$ cat config.mk
export PLATFORM = sky130hd
export DESIGN_NAME = name_packer
export DESIGN_NICKNAME = d
export VERILOG_FILES = /design/src/rtl/name_packer.sv
export SDC_FILE = /design/constraint.sdc
export NUM_CORES = 1
export LEC_CHECK = 0
export CAP_MARGIN = 20
export CORE_UTILIZATION = 40
export DETAILED_ROUTE_END_ITERATION = 8
export HOLD_SLACK_MARGIN = 0.08
export PLACE_DENSITY = 0.61
export SYNTH_ARGS = -nofsm -noshare
export SYNTH_HDL_FRONTEND = slang
export SYNTH_SLANG_ARGS = --single-unit
$ cat constraint.sdc
create_clock -name clk -period 8.95 [get_ports clk]
set_input_delay 1.79 -clock clk [delete_from_list [all_inputs] [get_ports clk]]
set_output_delay 1.79 -clock clk [all_outputs]
set_load 0.01 [all_outputs]
$ cat src/rtl/name_packer.sv
// name_packer: splits an NDN name byte stream into hash-sized chunks.
// Bytes of a component are packed little-endian (first byte in lane 0) into
// an accumulation register; a chunk is emitted when a component closes, when
// the register fills, or when the name ends. Separators never appear in data.
//
// Handshake semantics (both ports): a transfer happens in a cycle where
// valid=1 and ready=1 at the rising edge of clk. The producer holds valid and
// its payload stable until that transfer; ready may change freely. Here
// in_ready is the inverse of out_valid, so the packer never accepts a byte in
// the cycle a chunk leaves, and out_ready is ignored while out_valid=0.
module name_packer #(
    parameter logic [7:0] SEP         = 8'h2F,
    parameter int         CHUNK_BYTES = 8
) (
    input  logic                     clk,
    input  logic                     rst,
    input  logic [7:0]               in_byte,
    input  logic                     in_valid,
    input  logic                     in_last,
    output logic                     in_ready,
    output logic [CHUNK_BYTES*8-1:0] data,
    output logic [5:0]               len,
    output logic                     out_valid,
    input  logic                     out_ready,
    output logic                     comp_end,
    output logic                     name_end,
    output logic [0:0]               dbg_state,
    output logic [$clog2(CHUNK_BYTES+1)-1:0] dbg_count
);

    localparam int DW = CHUNK_BYTES * 8;
    localparam int CW = $clog2(CHUNK_BYTES + 1);

    localparam logic [0:0] ST_COLLECT = 1'b0;
    localparam logic [0:0] ST_EMIT    = 1'b1;

    logic [0:0]    state;
    logic [CW-1:0] count;
    logic [DW-1:0] acc;

    logic          accept;
    logic          is_sep;
    logic [CW-1:0] count_inc;
    logic [DW-1:0] acc_ins;

    logic          emit;
    logic [DW-1:0] emit_data;
    logic [5:0]    emit_len;
    logic          emit_comp_end;
    logic          emit_name_end;

    assign accept    = in_valid && (state == ST_COLLECT);
    assign is_sep    = (in_byte == SEP);
    assign count_inc = count + 1'b1;

    // Accumulator with the incoming byte placed at lane `count`.
    always_comb begin
        acc_ins = acc;
        for (int i = 0; i < CHUNK_BYTES; i++) begin
            if (count == CW'(i)) begin
                acc_ins[i*8 +: 8] = in_byte;
            end
        end
    end

    // Decide whether the accepted byte closes a chunk, and what that chunk is.
    always_comb begin
        emit          = 1'b0;
        emit_data     = '0;
        emit_len      = '0;
        emit_comp_end = 1'b0;
        emit_name_end = 1'b0;
        if (accept) begin
            if (!is_sep) begin
                // Data byte: close on name end or when the register fills.
                if (in_last || (count_inc == CW'(CHUNK_BYTES))) begin
                    emit          = 1'b1;
                    emit_data     = acc_ins;
                    emit_len      = 6'(count_inc);
                    emit_comp_end = in_last;
                    emit_name_end = in_last;
                end
            end else if (count != '0) begin
                // Separator after data: close the component.
                emit          = 1'b1;
                emit_data     = acc;
                emit_len      = 6'(count);
                emit_comp_end = 1'b1;
                emit_name_end = in_last;
            end else if (in_last) begin
                // Trailing separator with nothing pending: empty end-of-name marker.
                emit          = 1'b1;
                emit_name_end = 1'b1;
            end
            // Leading or repeated separator without in_last: dropped.
        end
    end

    // Accumulation register and byte count; cleared whenever a chunk is emitted.
    always_ff @(posedge clk or posedge rst) begin
        if (rst) begin
            acc   <= '0;
            count <= '0;
        end else if (accept) begin
            if (emit) begin
                acc   <= '0;
                count <= '0;
            end else if (!is_sep) begin
                acc   <= acc_ins;
                count <= count_inc;
            end
        end
    end

    // COLLECT/EMIT state machine with registered chunk outputs held until taken.
    always_ff @(posedge clk or posedge rst) begin
        if (rst) begin
            state    <= ST_COLLECT;
            data     <= '0;
            len      <= '0;
            comp_end <= 1'b0;
            name_end <= 1'b0;
        end else begin
            case (state)
                ST_COLLECT: begin
                    if (emit) begin
                        state    <= ST_EMIT;
                        data     <= emit_data;
                        len      <= emit_len;
                        comp_end <= emit_comp_end;
                        name_end <= emit_name_end;
                    end
                end
                ST_EMIT: begin
                    if (out_ready) begin
                        state    <= ST_COLLECT;
                        data     <= '0;
                        len      <= '0;
                        comp_end <= 1'b0;
                        name_end <= 1'b0;
                    end
                end
                default: begin
                    state <= ST_COLLECT;
                end
            endcase
        end
    end

    assign out_valid = (state == ST_EMIT);
    assign in_ready  = (state == ST_COLLECT);
    assign dbg_state = state;
    assign dbg_count = count;

endmodule

# Yosys cells after proc, flatten, opt, wreduce, memory -nomap -nowiden
# Index checks and enable logic that the tools add are counted.
# W data, S select, Z words.
[totals] reg_bits=141
[classes] addsub=1 n_eq_ne=12 mux=46 bitwise_logic=1 reduce_logical=6
[op_table] operator="$mux W64" count=8
[op_table] operator="$pmux W64 S2" count=1
[op_table] operator="$mux W8" count=8
[op_table] operator="$mux W6" count=4
[op_table] operator="$mux W1" count=17
[op_table] operator="$eq A4 B3 Y1 const B" count=4
[op_table] operator="$mux W4" count=4
[op_table] operator="$pmux W6 S2" count=1
[op_table] operator="$eq A4 B2 Y1 const B" count=2
[op_table] operator="$eq A8 B6 Y1 const B" count=1
[op_table] operator="$pmux W1 S2" count=3
[op_table] operator="$add A4 B1 Y4 const B" count=1
[op_table] operator="$eq A4 B1 Y1 const B" count=1
[op_table] operator="$eq A4 B4 Y1 const B" count=1
[op_table] operator="$logic_not A4 Y1" count=1
[op_table] operator="$ne A2 B1 Y1 const B" count=2
[op_table] operator="$reduce_and A2 Y1" count=2
[op_table] operator="$reduce_bool A4 Y1" count=1
[op_table] operator="$ne A2 B2 Y1 const B" count=1
[op_table] operator="$logic_and A1 B1 Y1" count=1
[op_table] operator="$logic_or A1 B1 Y1" count=1
[op_table] operator="$not A1 Y1" count=1

# Logic depth before layout (Yosys ltp)
# Gate-level depths: netlist of run 1.
[depth] ltp_word=8 ltp_mapped=9

# Worst setup path before layout of run 1
# OpenSTA, ideal clock, no wires.
[synth_timing] path_type="in2reg" start="in in_byte[4]" end="reg acc[56]" setup_ps=121 arrival_time_ps=3421 required_time_ps=8829 slack_ps=5408 cell_stages=6 path_buffers=2 path_cell_list="or4b_4 > o41a_1 > buf_2 > and3_1 > buf_2 > a22o_1"
[synth_via] elab_chain_cells=5 elab_cells_between_ends=6 cone_classes="eq/ne: 2; mux: 3; reduce/logical: 1"
[synth_rtl] item="start: declaration" line="17" text="input logic [7:0] in_byte,"
[synth_rtl] item="$eq A8 B6 Y1 *" line="53" text="assign is_sep = (in_byte == SEP);"
[synth_rtl] item="$mux W1" line="74" text="if (!is_sep) begin"
[synth_rtl] item="$mux W1" line="73" text="if (accept) begin"
[synth_rtl] item="$ne A2 B1 Y1 (no line)"
[synth_rtl] item="$reduce_and A2 Y1 (no line)"
[synth_rtl] item="end signal: assignment" line="109" text="acc <= acc_ins;"
[synth_rtl] item="end: declaration" line="39" text="logic [DW-1:0] acc;"
# Mark *: on every way between the ends. The rest lies on a longest branch, timed or not.
# A chain may end at the register's enable or synchronous reset.

# Worst setup path in the final report of run 1
[layout_timing] start="in in_byte[5]" end="reg data[24]"
[layout_via] elab_chain_cells=5 elab_cells_between_ends=9 cone_classes="eq/ne: 2; mux: 6; reduce/logical: 1"
[layout_rtl] item="$eq A8 B6 Y1 *" line="53"
[layout_rtl] item="$mux W64 / $mux W1 (equally long branches)" line="74"
[layout_rtl] item="$mux W64 / $mux W1 (equally long branches)" line="73"
[layout_rtl] item="$mux W64 / $ne A2 B1 Y1 (equally long branches)"
[layout_rtl] item="$pmux W64 S2 / $reduce_and A2 Y1 (equally long branches)"
[layout_rtl] item="end signal: assignment" line="128" text="data <= emit_data;"
[layout_rtl] item="end: declaration" line="21" text="output logic [CHUNK_BYTES*8-1:0] data,"
# Mark *: on every way between the ends. The rest lies on a longest branch, timed or not. The select of a mux whose other input is x is not followed.

==> results.yml, run 1 <==
outcome:
  status: "completed"
floorplanning:
  die-area_sq_um: 16200
  die_height_microns: 127
  core_area_sq_um: 15300
  start_util_pct: 41.1
  row_count: 45
  io_pins: 92
  dieWidth_microns: 127
cts:
  clkLatencyLatePin_ps: 430
  cts.sinks: 139
  htreeDepth: 4
  numCtsBuffers: 17
  path_clk_slew_ps: 60
  clockBufferDepth: 2
  cts_tree: "done"
  root_buffer: "clkbuf_16"
  post_cts.repair.setup_buffers: 0
  postCtsHoldBufs: 0
  cts_resized: 0
logic_synthesis:
  yosys.cell_types.count: 52
  yosys.area_share.simple_pct: 10.7
  synth_top_family_by_area: "compound AO/OA/AOI/OAI gates"
  ys_warn_count: 0
  synth-async-reset-ratio_pct: 100
  ys_ff_latch: 139
  yosys.area_share.xor_xnor_pct: 0
  synth_mux_area_share_pct: 1.78
  synth_ff_type: "dfrtp_1"
  synthCells: 579
  synthAdderAreaFrac_pct: 0.798
  syn-cell-area_sq_um: 6270
  syn_avg_cell_area_sq_um: 10.8
  seq_area_frac_synth_pct: 55.4
  synth-compound-area-share_pct: 27.4
  synth_edf_count: 0
sta:
  fin_skew_ps: 8.92
  slew_headroom_pct: 30.7
  tightest_slew_ps: 1040
  setup_viol: 0
  drv_slew: 0
  fin_crit_sh_pct: 57.6
  fin_hold_ws_ps: 479
  post-route-min-period_ps: 5160
  rsz0062_at_grt: "false"
  finalSetupTns_ps: 0
  final_hold_viol_count: 0
  clock.fmax_mhz: 194
critical_path:
  startpoint: "in_byte[5]"
  cp_max_fo: 70
  cp-end-kind: "flop"
  crit_slowest_cell: "clkdlybuf4s50_1"
  start_kind: "input port"
  cp_cell_sequence: "clkdlybuf4s50_1 -> or4b_4 -> nor2_2 -> or3_1 -> a22oi_2 -> buf_4 -> a221o_1"
  cp_num_buf_inv: 2
  regToRegStartpoint: "dbg_count[0]"
  slowest_delay_ps: 880
  critPathKind: "input port to flop"
  crit_cells: 7
  rr_worst_depth: 7
  critPathTopFamily: "simple AND/OR/NAND/NOR gates"
  crit_arrival_ps: 5460
  required_ps: 9250
drt:
  dr.first_iter.drc_count: 518
  avgRoutedWirePerCell_microns: 20.5
  vias: 5189
  ant_nets: 0
  routed_wl_mm: 18.0
  vias_per_cell: 5.90
  first_pass_iters: 5
  drcViolationCount: 0
global_routing:
  grt_use_met2_pct: 36.7
  use_met3_pct: 4.73
  top_usage_layer: "met2"
  grt_antenna_before_repair: 0
  grt_use_met1_pct: 32.3
  grt_pass1_wl_mm: 28.9
  overflow: 0
  track_usage_pct: 23.6
  grt_pass1_vias: 5232
  grt_max_degree: 84
power:
  powerDensity_nw_per_um2: 216
  power_uw: 1700
  p_leak_uw: 0.00326
  vdd.ir_drop.worst_uv: 149
cells_and_area:
  nFillCells: 1397
  synthToLayoutAreaGrowth_pct: 25.8
  n_antenna_cell: 0
  drive_gt1_share_pct: 9.88
  nets: 673
min_path:
  hp-class: "flop to flop"
  holdPathStages: 2
  worstHoldStart: "acc[41]"
flow_run:
  cap_violations: 0
place:
  io_buffers: 89
  gp_congestion: 0.846
  dp_hpwl_mm: 11.5
-- layer usage --
layer  up-vias  part of all wire, %
met5         -                    0
met3        29                  6.0
met1      2603                   45
met4         0                  2.3
li1       2346                    -
met2       211                   47
-- area by class of cell --
| type | count | area [sq um] | area share [%] |
|---|---|---|---|
| Sequential cell | 139 | 3480 | 44.1 |
| Multi-Input combinational cell | 388 | 2570 | 32.5 |
| Timing Repair Buffer | 104 | 1020 | 12.9 |
| Clock buffer | 19 | 433 | 5.48 |
| Tap cell | 211 | 264 | 3.34 |
| Clock inverter | 12 | 103 | 1.30 |
| Inverter | 6 | 25.0 | 0.317 |
-- cells in the mapped netlist, drive strengths merged (2+ instances only) --
cell | n | share of area, %
dfrtp | 139 | 55
nand2 | 87 | 5.2
o21ai | 62 | 5.0
o2bb2ai | 47 | 6.6
buf | 28 | 2.4
a32oi | 25 | 3.5
clkbuf | 19 | 1.1
a22o | 18 | 2.5
a22oi | 18 | 2.2
and2 | 18 | 1.8
a221o | 15 | 2.4
nor2 | 15 | 0.98
a21oi | 11 | 0.88
mux2 | 9 | 1.6
inv | 6 | 0.36
nor3 | 6 | 0.48
o41ai | 6 | 0.84
a32o | 5 | 0.80
a211oi | 4 | 0.48
a21o | 4 | 0.48
ha | 4 | 0.80
and3b | 3 | 0.42
or2 | 3 | 0.30
a31oi | 2 | 0.20
and3 | 2 | 0.20
nand4 | 2 | 0.20
nor2b | 2 | 0.20
o22ai | 2 | 0.20
o31ai | 2 | 0.46
-- flip-flops by register name, indices dropped and copies added, names as in the netlist --
| name | flops |
|---|---|
| data | 64 |
| len | 4 |
| comp_end | 1 |
| dbg_state | 1 |
| dbg_count | 4 |
| name_end | 1 |
| acc | 64 |
-- metrics by stage --
step / utilization (%) / cell area, sq um / worst slack, ps / instances
after global routing: 51.7 / 7890 / 3660 / 879
after CTS: 51.5 / 7860 / 3850 / 877
final: 51.7 / 7890 / 3790 / 879
after detailed placement: 48.0 / 7330 / 3400 / 846
after floorplan: - / 6280 / 3440 / 580
after global placement: 47.9 / 7310 / 3550 / 844
-- logic make-up after synthesis --
| group | Yosys count |
|---|---|
| AOI/OAI and AO/OA | 227 |
| and+or+nand+nor | 145 |
| muxes | 10 |
| DFF | 139 |
| buffers and inverters | 53 |
| other | 1 |
| adders and majority gates | 4 |
-- path summary, 6_finish.rpt --
check	to	slack, ps
hold / removal	acc[41]	480
setup reg to reg	data[24]	5500
hold reg to reg	acc[41]	480
setup / recovery	data[24]	3790
min in group asynchronous	data[59]	1740
max in group asynchronous	acc[52]	6120
-- where the power goes --
group | internal, uW | switching (uW)
combinational | 144 | 181
clock | 377 | 268
sequential | 688 | 46.0
-- worst min-delay path: stages (launching register included) --
cell,delay [ps]
dfrtp_1,340
nand2_1,40
o21ai_0,60
-- layout by cell type (no fill, tap or decap), types with 2 or more instances in the layout --
cell type / instances
clkinv_2: 4
a22o_1: 18
clkinvlp_4: 7
a32o_1: 5
clkbuf_1: 2
o21ai_1: 5
a211oi_1: 4
clkdlybuf4s50_1: 89
o22ai_1: 2
a22oi_1: 17
nor2_1: 13
o21ai_0: 56
a31oi_1: 2
ha_1: 4
conb_1: 2
nand2_1: 87
a221o_1: 15
a21o_1: 4
and2_1: 18
inv_1: 5
or2_2: 2
a32oi_1: 25
and3b_1: 3
nor2b_1: 2
nand4_1: 2
clkbuf_16: 17
nor2_2: 2
o41ai_1: 6
and3_1: 2
dfrtp_1: 139
mux2_2: 9
o2bb2ai_1: 47
buf_4: 11
nor3_1: 5
a21oi_1: 11
(Power assumes the default switching activity.)
==> run 2: changes to the inputs <==
==> constraint.sdc (replaced) <==
create_clock -name clk -period 5.2 [get_ports clk]
set_input_delay 1.04 -clock clk [delete_from_list [all_inputs] [get_ports clk]]
set_output_delay 1.04 -clock clk [all_outputs]
set_load 0.01 [all_outputs]
==> results.yml, run 2 (same netlist as run 1, synthesis figures left out) <==
outcome:
  status: "completed"
cts:
  clockBufferDepth: 2
  clkLatencyLatePin_ps: 420
  path_clk_slew_ps: 50
  post_cts.repair.setup_buffers: 0
  numCtsBuffers: 17
  cts_resized: 0
  postCtsHoldBufs: 0
  root_buffer: "clkbuf_16"
  cts_tree: "done"
  cts.sinks: 139
  htreeDepth: 4
floorplanning:
  row_count: 45
  die-area_sq_um: 16200
  io_pins: 92
  die_height_microns: 127
  start_util_pct: 41.1
  dieWidth_microns: 127
  core_area_sq_um: 15300
place:
  placed_area_sq_um: 7420
  gp_congestion: 0.827
  dp_hpwl_mm: 11.8
  io_buffers: 89
sta:
  slew_headroom_pct: 26.9
  fin_hold_ws_ps: 479
  fin_crit_sh_pct: 66.4
  setup_viol: 0
  finalSetupTns_ps: 0
  clock.fmax_mhz: 290
  drv_slew: 0
  final_hold_viol_count: 0
  fin_skew_ps: 4.58
  post-route-min-period_ps: 3450
  tightest_slew_ps: 1090
  rsz0062_at_grt: "false"
critical_path:
  endpoint: "acc[31]"
  crit_arrival_ps: 3780
  rr_worst_depth: 7
  cp_max_fo: 15
  cp-end-kind: "flop"
  regToRegEndpoint: "data[11]"
  start_kind: "input port"
  reg2reg_slack_ps: 2020
  regToRegStartpoint: "dbg_count[0]"
  required_ps: 5530
  critPathKind: "input port to flop"
  startpoint: "in_byte[4]"
global_routing:
  grt_antenna_before_repair: 0
  grt_pass1_wl_mm: 29.4
  track_usage_pct: 24.1
  overflow: 0
  grt_max_degree: 80
  grt_pass1_vias: 5355
cells_and_area:
  n_antenna_cell: 0
  mostFrequentLayoutCells: "139 x dfrtp_1, 89 x clkdlybuf4s50_1, 87 x nand2_1"
  final_common_cell: "dfrtp_1"
  multi_input_area_sq_um: 2570
  synthToLayoutAreaGrowth_pct: 27.4
  nFillCells: 1362
  final_area_sq_um: 8000
  reg_top3: "acc x64, data x64"
  nets: 683
  drive_gt1_share_pct: 10.4
  register_area_sq_um: 3480
flow_run:
  cap_violations: 0
drt:
  vias: 5191
  drcViolationCount: 0
  dr.first_iter.drc_count: 373
  avgRoutedWirePerCell_microns: 20.7
  routed_wl_mm: 18.3
  vias_per_cell: 5.85
  ant_nets: 0
  first_pass_iters: 5
min_path:
  hp-class: "flop to flop"
power:
  p_leak_uw: 0.00334
  vdd.ir_drop.worst_uv: 240
  powerDensity_nw_per_um2: 370
run 2: cell count changes in the layout (fill, tap and decap cells not counted):
cell,delta
clkdlybuf4s15_2,-1
clkinv_2,-3
buf_4,+10
buf_2,-1
clkbuf_1,+4
clkbuf_8,+4
buf_12,+2
clkinvlp_4,-7
run 2: how the worst min path moves through the flow:
stage,from,end,slack [ps],cells after the start
finish,acc[35],acc[35],480,2
global route,data[28],data[28],510,1
CTS,acc[32],acc[32],480,2
detailed placement,acc[32],acc[32],470,2
global placement,acc[46],acc[46],460,2
floorplan,acc[32],acc[32],450,2
run 2: layer usage:
metal	GRT usage [%]	wire [microns]	vias to the layer above
li1	-	-	2359
met1	32.2	8230	2630
met2	38.1	8850	167
met3	5.03	850	35
met4	10.5	407	0
met5	0	0	-
run 2: power breakdown:
part	leakage, uW	switching, uW	internal (uW)
Combinational	0.00117	317	258
Sequential	0.00191	78.5	1180
Clock	0.000263	425	699
run 2: final cells by class:
class	instances	share of cell area [%]
Timing Repair Buffer	114	14.0
Clock buffer	27	6.29
Inverter	6	0.313
Clock inverter	2	0.438
Sequential cell	139	43.5
Tap cell	211	3.30
Multi-Input combinational cell	388	32.1
run 2: metrics by stage:
step	setup slack [ps]	total power, uW	util (%)	std cells
after floorplan	435	1590	-	580
after global placement	1410	1840	48.7	856
after detailed placement	1370	1850	48.7	856
after CTS	1800	2980	52.2	885
after global routing	1610	3100	52.4	887
final	1750	2960	52.4	887
run 2: critical path, cell delays in order:
cell and delay [ps]:
clkdlybuf4s50_1 460, buf_4 210, or4b_4 180, nor2_2 80, buf_4 210, nor3_2 880, nand2_1 410, o21ai_0 300
